### config.mk
export PLATFORM = sky130hd
export DESIGN_NAME = sm_test_mem_initiator_flat
export DESIGN_NICKNAME = d
export VERILOG_FILES = /design/src/rtl/sm_test_mem_initiator_pkg.sv /design/src/rtl/sm_test_mem_initiator_if.sv /design/src/rtl/sm_test_mem_initiator_msg.sv /design/src/rtl/sm_test_mem_initiator.sv /design/src/flat_wrapper.sv
export SDC_FILE = /design/constraint.sdc
export NUM_CORES = 1
export LEC_CHECK = 0
export CORE_UTILIZATION = 45
export CTS_BUF_LIST = sky130_fd_sc_hd__clkbuf_8
export DETAILED_ROUTE_END_ITERATION = 8
export PLACE_DENSITY = 0.7
export SYNTH_ARGS = -nofsm -noshare
export SYNTH_HDL_FRONTEND = slang
export SYNTH_SLANG_ARGS = --single-unit
### constraint.sdc
create_clock -name clk -period 3.9 [get_ports clk]
set_input_delay 0.585 -clock clk [delete_from_list [all_inputs] [get_ports clk]]
set_output_delay 0.585 -clock clk [all_outputs]
set_load 0.05 [all_outputs]
### src/rtl/sm_test_mem_initiator_pkg.sv
// Shared memory-message encodings, message width helpers and initiator state type.
package sm_test_mem_initiator_pkg;

    localparam logic [2:0] c_mem_type_read  = 3'd0;
    localparam logic [2:0] c_mem_type_write = 3'd1;

    // Request: type[3] opaque[o] addr[a] len[2] data[d]
    function automatic int req_nbits(input int o, input int a, input int d);
        return 3 + o + a + 2 + d;
    endfunction

    // Response: type[3] opaque[o] test[2] len[2] data[d]
    function automatic int resp_nbits(input int o, input int d);
        return 3 + o + 2 + 2 + d;
    endfunction

    typedef enum logic [2:0] {
        S_IDLE,
        S_WRITE,
        S_WDRAIN,
        S_READ,
        S_RDRAIN,
        S_DONE
    } state_t;

endpackage

### src/rtl/sm_test_mem_initiator_if.sv
// Single-port test-memory request/response channel; master is the requester side.
interface sm_test_mem_initiator_if #(
    parameter int p_opaque_nbits = 8,
    parameter int p_addr_nbits   = 32,
    parameter int p_data_nbits   = 32
);
    localparam int c_req_nbits  = sm_test_mem_initiator_pkg::req_nbits(p_opaque_nbits, p_addr_nbits, p_data_nbits);
    localparam int c_resp_nbits = sm_test_mem_initiator_pkg::resp_nbits(p_opaque_nbits, p_data_nbits);

    logic                    memreq_val;
    logic                    memreq_rdy;
    logic [c_req_nbits-1:0]  memreq_msg;
    logic                    memresp_val;
    logic                    memresp_rdy;
    logic [c_resp_nbits-1:0] memresp_msg;

    modport master (
        output memreq_val, memreq_msg, memresp_rdy,
        input  memreq_rdy, memresp_val, memresp_msg
    );

    modport slave (
        input  memreq_val, memreq_msg, memresp_rdy,
        output memreq_rdy, memresp_val, memresp_msg
    );

endinterface

### src/rtl/sm_test_mem_initiator_msg.sv
// Packs request fields into a memory request message and splits a response message into fields.
// Latency: purely combinational. Backpressure: none; message is all-zero whenever req_val is low.
// Test bits of the response are not meaningful to the initiator and are left unread.
module sm_test_mem_initiator_msg
    import sm_test_mem_initiator_pkg::*;
#(
    parameter int p_opaque_nbits = 8,
    parameter int p_addr_nbits   = 32,
    parameter int p_data_nbits   = 32
) (
    input  logic                                                  req_val,
    input  logic                                                  req_write,
    input  logic [p_opaque_nbits-1:0]                             req_opaque,
    input  logic [p_addr_nbits-1:0]                               req_addr,
    input  logic [p_data_nbits-1:0]                               req_data,
    output logic [req_nbits(p_opaque_nbits, p_addr_nbits, p_data_nbits)-1:0] req_msg,
    input  logic [resp_nbits(p_opaque_nbits, p_data_nbits)-1:0]   resp_msg,
    output logic [2:0]                                            resp_type,
    output logic [p_opaque_nbits-1:0]                             resp_opaque,
    output logic [1:0]                                            resp_len,
    output logic [p_data_nbits-1:0]                               resp_data
);
    localparam int d = p_data_nbits;
    localparam int o = p_opaque_nbits;

    logic [2:0]   req_type;
    logic [d-1:0] req_data_f;

    assign req_type   = req_write ? c_mem_type_write : c_mem_type_read;
    assign req_data_f = req_write ? req_data : '0;
    assign req_msg    = req_val ? {req_type, req_opaque, req_addr, 2'b00, req_data_f} : '0;

    assign resp_data   = resp_msg[d-1:0];
    assign resp_len    = resp_msg[d+1:d];
    assign resp_opaque = resp_msg[d+4+o-1:d+4];
    assign resp_type   = resp_msg[d+o+6:d+o+4];

endmodule

### src/rtl/sm_test_mem_initiator.sv
// Writes seed+i over a word range, drains, reads it back and counts response mismatches.
// Latency: first request the cycle after go; done the cycle after the last read response handshake.
// Backpressure: requests stall on memreq_rdy or the in-flight limit; responses always accepted out of reset.
module sm_test_mem_initiator
    import sm_test_mem_initiator_pkg::*;
#(
    parameter int p_opaque_nbits    = 8,
    parameter int p_addr_nbits      = 32,
    parameter int p_data_nbits      = 32,
    parameter int p_max_outstanding = 4
) (
    input  logic                     clk,
    input  logic                     reset,
    input  logic                     go,
    input  logic [p_addr_nbits-1:0]  base_addr,
    input  logic [15:0]              num_words,
    input  logic [p_data_nbits-1:0]  seed,
    sm_test_mem_initiator_if.master  mem,
    output logic                     busy,
    output logic                     done,
    output logic                     error,
    output logic [15:0]              err_count
);
    localparam int c_out_nbits  = $clog2(p_max_outstanding + 1);
    localparam int c_req_nbits  = req_nbits(p_opaque_nbits, p_addr_nbits, p_data_nbits);
    localparam int c_resp_nbits = resp_nbits(p_opaque_nbits, p_data_nbits);
    localparam logic [c_out_nbits-1:0]  c_max_out  = c_out_nbits'(p_max_outstanding);
    localparam logic [c_out_nbits-1:0]  c_out_one  = c_out_nbits'(1);
    localparam logic [p_addr_nbits-1:0] c_stride   = p_addr_nbits'(p_data_nbits / 8);
    localparam logic [p_data_nbits-1:0] c_data_one = p_data_nbits'(1);

    state_t                    state;
    logic [15:0]               nwords, idx, ridx;
    logic [c_out_nbits-1:0]    outstanding, out_next;
    logic [p_addr_nbits-1:0]   base_q, addr;
    logic [p_data_nbits-1:0]   seed_q, wdata, exp_data;

    logic                      req_hs, resp_hs, resp_ok, resp_stray, mismatch, err_inc;
    logic                      read_phase, last_req;
    logic [c_req_nbits-1:0]    req_msg;
    logic [c_resp_nbits-1:0]   resp_msg;
    logic [2:0]                resp_type;
    logic [p_opaque_nbits-1:0] resp_opaque;
    logic [1:0]                resp_len;
    logic [p_data_nbits-1:0]   resp_data;

    assign busy       = (state == S_WRITE) || (state == S_WDRAIN) || (state == S_READ) || (state == S_RDRAIN);
    assign done       = (state == S_DONE);
    assign error      = (err_count != 16'd0);
    assign read_phase = (state == S_READ) || (state == S_RDRAIN);

    assign mem.memreq_val  = ((state == S_WRITE) || (state == S_READ)) && (outstanding < c_max_out);
    assign mem.memreq_msg  = req_msg;
    assign mem.memresp_rdy = reset;
    assign resp_msg        = mem.memresp_msg;

    assign req_hs     = mem.memreq_val && mem.memreq_rdy;
    assign resp_hs    = mem.memresp_val && mem.memresp_rdy;
    // Anything outside an active phase, or with nothing in flight, is unsolicited.
    assign resp_ok    = resp_hs && busy && (outstanding != '0);
    assign resp_stray = resp_hs && !resp_ok;
    assign last_req   = req_hs && (idx == nwords - 16'd1);

    assign mismatch = (resp_type != (read_phase ? c_mem_type_read : c_mem_type_write))
                   || (resp_opaque != p_opaque_nbits'(ridx))
                   || (resp_len != 2'd0)
                   || (read_phase && (resp_data != exp_data));
    assign err_inc  = resp_stray || (resp_ok && mismatch);

    sm_test_mem_initiator_msg #(
        .p_opaque_nbits (p_opaque_nbits),
        .p_addr_nbits   (p_addr_nbits),
        .p_data_nbits   (p_data_nbits)
    ) u_msg (
        .req_val     (mem.memreq_val),
        .req_write   (state == S_WRITE),
        .req_opaque  (p_opaque_nbits'(idx)),
        .req_addr    (addr),
        .req_data    (wdata),
        .req_msg     (req_msg),
        .resp_msg    (resp_msg),
        .resp_type   (resp_type),
        .resp_opaque (resp_opaque),
        .resp_len    (resp_len),
        .resp_data   (resp_data)
    );

    always_comb begin
        out_next = outstanding;
        if (req_hs && !resp_ok)
            out_next = outstanding + c_out_one;
        else if (!req_hs && resp_ok)
            out_next = outstanding - c_out_one;
    end

    always_ff @(posedge clk or negedge reset) begin
        if (!reset) begin
            state       <= S_IDLE;
            nwords      <= '0;
            idx         <= '0;
            ridx        <= '0;
            outstanding <= '0;
            base_q      <= '0;
            addr        <= '0;
            seed_q      <= '0;
            wdata       <= '0;
            exp_data    <= '0;
            err_count   <= '0;
        end else begin
            outstanding <= out_next;
            if (err_inc && (err_count != 16'hFFFF))
                err_count <= err_count + 16'd1;
            if (resp_ok) begin
                ridx     <= ridx + 16'd1;
                exp_data <= exp_data + c_data_one;
            end
            if (req_hs) begin
                idx   <= idx + 16'd1;
                addr  <= addr + c_stride;
                wdata <= wdata + c_data_one;
            end
            case (state)
                S_IDLE, S_DONE: if (go) begin
                    nwords    <= num_words;
                    base_q    <= base_addr;
                    seed_q    <= seed;
                    idx       <= '0;
                    ridx      <= '0;
                    addr      <= base_addr;
                    wdata     <= seed;
                    exp_data  <= seed;
                    err_count <= {15'd0, err_inc};
                    state     <= (num_words == 16'd0) ? S_DONE : S_WRITE;
                end
                S_WRITE: if (last_req) begin
                    state <= S_WDRAIN;
                    idx   <= '0;
                    addr  <= base_q;
                end
                // Leave a drain on the very handshake that empties the pipe so done is one cycle late at most.
                S_WDRAIN: if (out_next == '0) begin
                    state    <= S_READ;
                    ridx     <= '0;
                    exp_data <= seed_q;
                end
                S_READ:   if (last_req) state <= S_RDRAIN;
                S_RDRAIN: if (out_next == '0) state <= S_DONE;
                default:  state <= S_IDLE;
            endcase
        end
    end

endmodule

### src/flat_wrapper.sv
// flat-port wrapper written by rule: the top's interface ports become plain ports
module sm_test_mem_initiator_flat import sm_test_mem_initiator_pkg::*;
#(
    parameter int p_opaque_nbits    = 8,
    parameter int p_addr_nbits      = 32,
    parameter int p_data_nbits      = 32,
    parameter int p_max_outstanding = 4
)
  (clk, reset, go, base_addr, num_words, seed, busy, done, error, err_count, mem_memreq_val, mem_memreq_msg, mem_memresp_rdy, mem_memreq_rdy, mem_memresp_val, mem_memresp_msg);
  sm_test_mem_initiator_if #(.p_opaque_nbits(p_opaque_nbits), .p_addr_nbits(p_addr_nbits), .p_data_nbits(p_data_nbits)) mem_i ();
  input  logic clk;
  input  logic reset;
  input  logic go;
  input  logic [p_addr_nbits-1:0] base_addr;
  input  logic [15:0] num_words;
  input  logic [p_data_nbits-1:0] seed;
  output logic busy;
  output logic done;
  output logic error;
  output logic [15:0] err_count;
  output wire logic [$bits(mem_i.memreq_val)-1:0] mem_memreq_val;
  output wire logic [$bits(mem_i.memreq_msg)-1:0] mem_memreq_msg;
  output wire logic [$bits(mem_i.memresp_rdy)-1:0] mem_memresp_rdy;
  input wire logic [$bits(mem_i.memreq_rdy)-1:0] mem_memreq_rdy;
  input wire logic [$bits(mem_i.memresp_val)-1:0] mem_memresp_val;
  input wire logic [$bits(mem_i.memresp_msg)-1:0] mem_memresp_msg;
  assign mem_memreq_val = mem_i.memreq_val;
  assign mem_memreq_msg = mem_i.memreq_msg;
  assign mem_memresp_rdy = mem_i.memresp_rdy;
  assign mem_i.memreq_rdy = mem_memreq_rdy;
  assign mem_i.memresp_val = mem_memresp_val;
  assign mem_i.memresp_msg = mem_memresp_msg;
  sm_test_mem_initiator #(.p_opaque_nbits(p_opaque_nbits), .p_addr_nbits(p_addr_nbits), .p_data_nbits(p_data_nbits), .p_max_outstanding(p_max_outstanding)) u_core (.clk(clk), .reset(reset), .go(go), .base_addr(base_addr), .num_words(num_words), .seed(seed), .mem(mem_i), .busy(busy), .done(done), .error(error), .err_count(err_count));
endmodule
==> reports/results.ini <==
[sta]
report.final.slew_viol_count = 0
rsz0062_at_grt = no
finalSetupTns_ns = 0
finalSetupViolations = 0
fin_skew_ns = 0.01397
worst_pin_slew_ns = 0.9294
hold_ws_ns = 0.4384
max_freq_mhz = 275.1
post-route-period-util = 0.9322
period_needed_ns = 3.635
finalHoldViolCount = 0
timing.slew.headroom = 0.3804

[power_and_ir_drop]
power_frac_seq = 0.369
p_sw_frac = 0.4108
clkPwrFrac = 0.237
power_density_nw_per_um2 = 560.0
power.switching_mw = 3.764
p_total_mw = 9.163
p_leak_nw = 7.612
combPwrFrac = 0.394
power.internal_mw = 5.399
vdd_drop_max_v = 0.0004749

[placed_design]
dp_hpwl_um = 25910
io_buffers = 223
placed_cell_area_sq_um = 15560
gp_congestion = 0.8758

[drt]
drtIter0Drc = 896
drc = 0
antenna_left = 0
vias_per_cell = 5.448
vias = 11640
wl_per_cell_um = 17.39
first_pass_iters = 5
wl_um = 37150

[flow_run]
max-cap-violations = 0

[synth]
synth_edf_count = 0
ys_ff_latch = 222
ys_types = 71
ys_seq_area_frac = 0.4288
synth_top_area_frac = 0.4288
netlist_instances = 1514
synth_top_cell_by_area = dfrtp_1
synth-main-ff-cell = dfrtp_1
avgSynthCellArea_sq_um = 8.557
postSynth.asyncResetShare = 1.000
ys_top_cells_by_area = dfrtp_1 (43%), nand2_1 (12%), xor2_1 (7.5%)
synth_area_sq_um = 12950
synth_warnings = 0

[cts]
tritoncts = built
cts.path.max_buffers = 3
cts_made_buffers = 41
post_cts_buffers = 0
clkSinkCount = 222
clk_pin_slew_ns = 0.06
cts_root_buffer = clkbuf_8
clk_latency_ns = 0.54
h-tree-depth = 2

[floorplanning]
die_h_um = 171.7
die_w_um = 171.7
io_pins = 230
row_count = 61
core_sq_um = 28090
initial_utilization = 0.4612
die_area_sq_um = 29470

[worst_setup_path]
r2r_cells = 10
critPathLaunchType = flip-flop
cp_max_fo = 60
end_kind = output pin
worst_ep_arrival_time_ns = 3.05
crit_type = reg2out
worst-endpoint-required_ns = 3.31

[global_route]
grt_pass1_wl_um = 59280
antenna_found_initial = 0
grt_overflow = 0
grt_max_degree = 152
grt_pass1_vias = 11340
grt_usage = 0.2554

[finish]
final_nets = 1872
final_area_sq_um = 16360
diodes = 0
syn2layout_area_growth_pct = 26.29
drive_above_1_share = 0.06428

[worst_hold_path]
min_path_type = in2async

[status]
outcome = completed

==> routing by layer <==
metal  vias up  track usage  part of all wire
li1       5595            -                 -
met1      5541       0.3620              0.46
met2       429       0.3987              0.45
met3        71      0.03820             0.062
met4         0      0.08385             0.026
met5         -            0                 0
==> power by group through the flow <==
stage | clock [mW] | sequential, mW | combinational, mW
detailed placement | 0 | 3.39 | 3.61
global route | 2.31 | 3.45 | 3.91
global placement | 0 | 3.38 | 3.54
finish | 2.17 | 3.38 | 3.61
floorplan | 0 | 3.32 | 2.43
CTS | 2.21 | 3.36 | 3.63
==> repair_timing <==
item,in CTS,in global routing
resized for setup,0,0
hold buffers,1,0
endpoints found under the hold margin,2,0
==> cell type report <==
| class | instances | area, sq um |
|---|---|---|
| inverter | 29 | 108.9 |
| sequential | 222 | 5555 |
| tap | 378 | 473.0 |
| multi-input combinational | 1184 | 6949 |
| clock inverter | 23 | 117.6 |
| timing repair buffer | 251 | 2482 |
| clock buffer | 49 | 674.4 |
| fill | 2537 | 11730 |
==> through the flow <==
| stage | cells | setup WS [ns] | utilization |
|---|---|---|---|
| final | 2136 | 0.2646 | 0.5825 |
| after global routing | 2136 | 0.1194 | 0.5825 |
| after CTS | 2136 | 0.2434 | 0.5825 |
| after detailed placement | 2063 | 0.5081 | 0.5539 |
| after global placement | 2063 | 0.5825 | 0.5539 |
| after floorplan | 1517 | 1.351 | - |
==> cells by family (layout without fill, tap and decap cells) <==
| kind of cell | after synthesis | after routing | synth area share |
|---|---|---|---|
| and+or+nand+nor | 782 | 782 | 0.2908 |
| DFF | 222 | 222 | 0.4288 |
| AOI/OAI and AO/OA | 204 | 204 | 0.1063 |
| xor gates and xnor gates | 177 | 177 | 0.1197 |
| buffers and inverters | 111 | 352 | 0.03863 |
| adders and majority gates | 11 | 11 | 0.01062 |
| muxes | 6 | 6 | 0.004829 |
| other | 1 | 4 | 0.0002895 |
==> registers in the layout, summed over array words and instances (netlist names) <==
register,flops
u_core.seed_q,32
u_core.wdata,32
u_core.ridx,8
u_core.idx,16
u_core.addr,32
u_core.base_q,32
u_core.outstanding,3
u_core.state,3
u_core.nwords,16
u_core.err_count,16
u_core.exp_data,32
==> cell usage after synthesis, types with 4 or more instances <==
| cell | n |
|---|---|
| a211oi_1 | 8 |
| nand3_1 | 50 |
| mux2i_1 | 4 |
| a21oi_1 | 43 |
| xor2_1 | 111 |
| nor3_1 | 33 |
| nor2_1 | 53 |
| buf_6 | 7 |
| buf_4 | 5 |
| o21ai_0 | 49 |
| nand2_1 | 420 |
| ha_1 | 11 |
| inv_1 | 29 |
| nor3b_1 | 4 |
| a211o_1 | 30 |
| and3_1 | 58 |
| nor4_1 | 21 |
| and2_1 | 55 |
| or3_1 | 8 |
| xnor2_1 | 66 |
| and4_1 | 20 |
| nand4_1 | 33 |
| dfrtp_1 | 222 |
| a31o_2 | 5 |
| clkbuf_1 | 51 |
| buf_1 | 9 |
| buf_2 | 10 |
| o211ai_1 | 34 |
==> worst paths after layout <==
kind	start	to	slack [ns]
setup / recovery	u_core.state[0]	mem_memreq_msg[2]	0.26
hold / removal	reset	u_core.outstanding[0]	0.44
setup reg to reg	u_core.nwords[0]	u_core.addr[23]	0.80
hold reg to reg	u_core.seed_q[29]	u_core.seed_q[29]	0.48
max in group asynchronous	reset	u_core.seed_q[23]	1.61
min in group clk	u_core.seed_q[29]	u_core.seed_q[29]	0.48
==> cell usage in the layout, fill, tap and decap left out, drive strengths merged, types with 3 or more instances in the layout <==
cell type,netlist,layout
and4,20,20
a2111oi,3,3
a211oi,10,10
conb,1,4
a31o,5,5
xor2,111,111
inv,29,49
o21ai,50,50
nor4,23,23
a22oi,3,3
or2,3,3
a21o,3,3
clkdlybuf4s50,0,215
ha,11,11
mux2i,4,4
a211o,30,30
nand4,33,33
nor2,53,53
buf,31,35
dfrtp,222,222
nor2b,3,3
or4,3,3
nor4b,5,5
nor3,35,35
nand2b,3,3
nand2,420,420
o211ai,34,34
and3,58,58
or3,9,9
and2,55,55
clkbuf,51,49
nor3b,4,4
o22ai,3,3
nand3,50,50
xnor2,66,66
a21oi,43,43
==> worst max-delay path, stage by stage, from the launching register on <==
cell and delay (ns):
dfrtp_1 0.62, nor3b_2 0.28, buf_4 0.48, and3_1 0.27, clkdlybuf4s50_1 0.81
No activity file was read; power rests on OpenSTA's default activity.
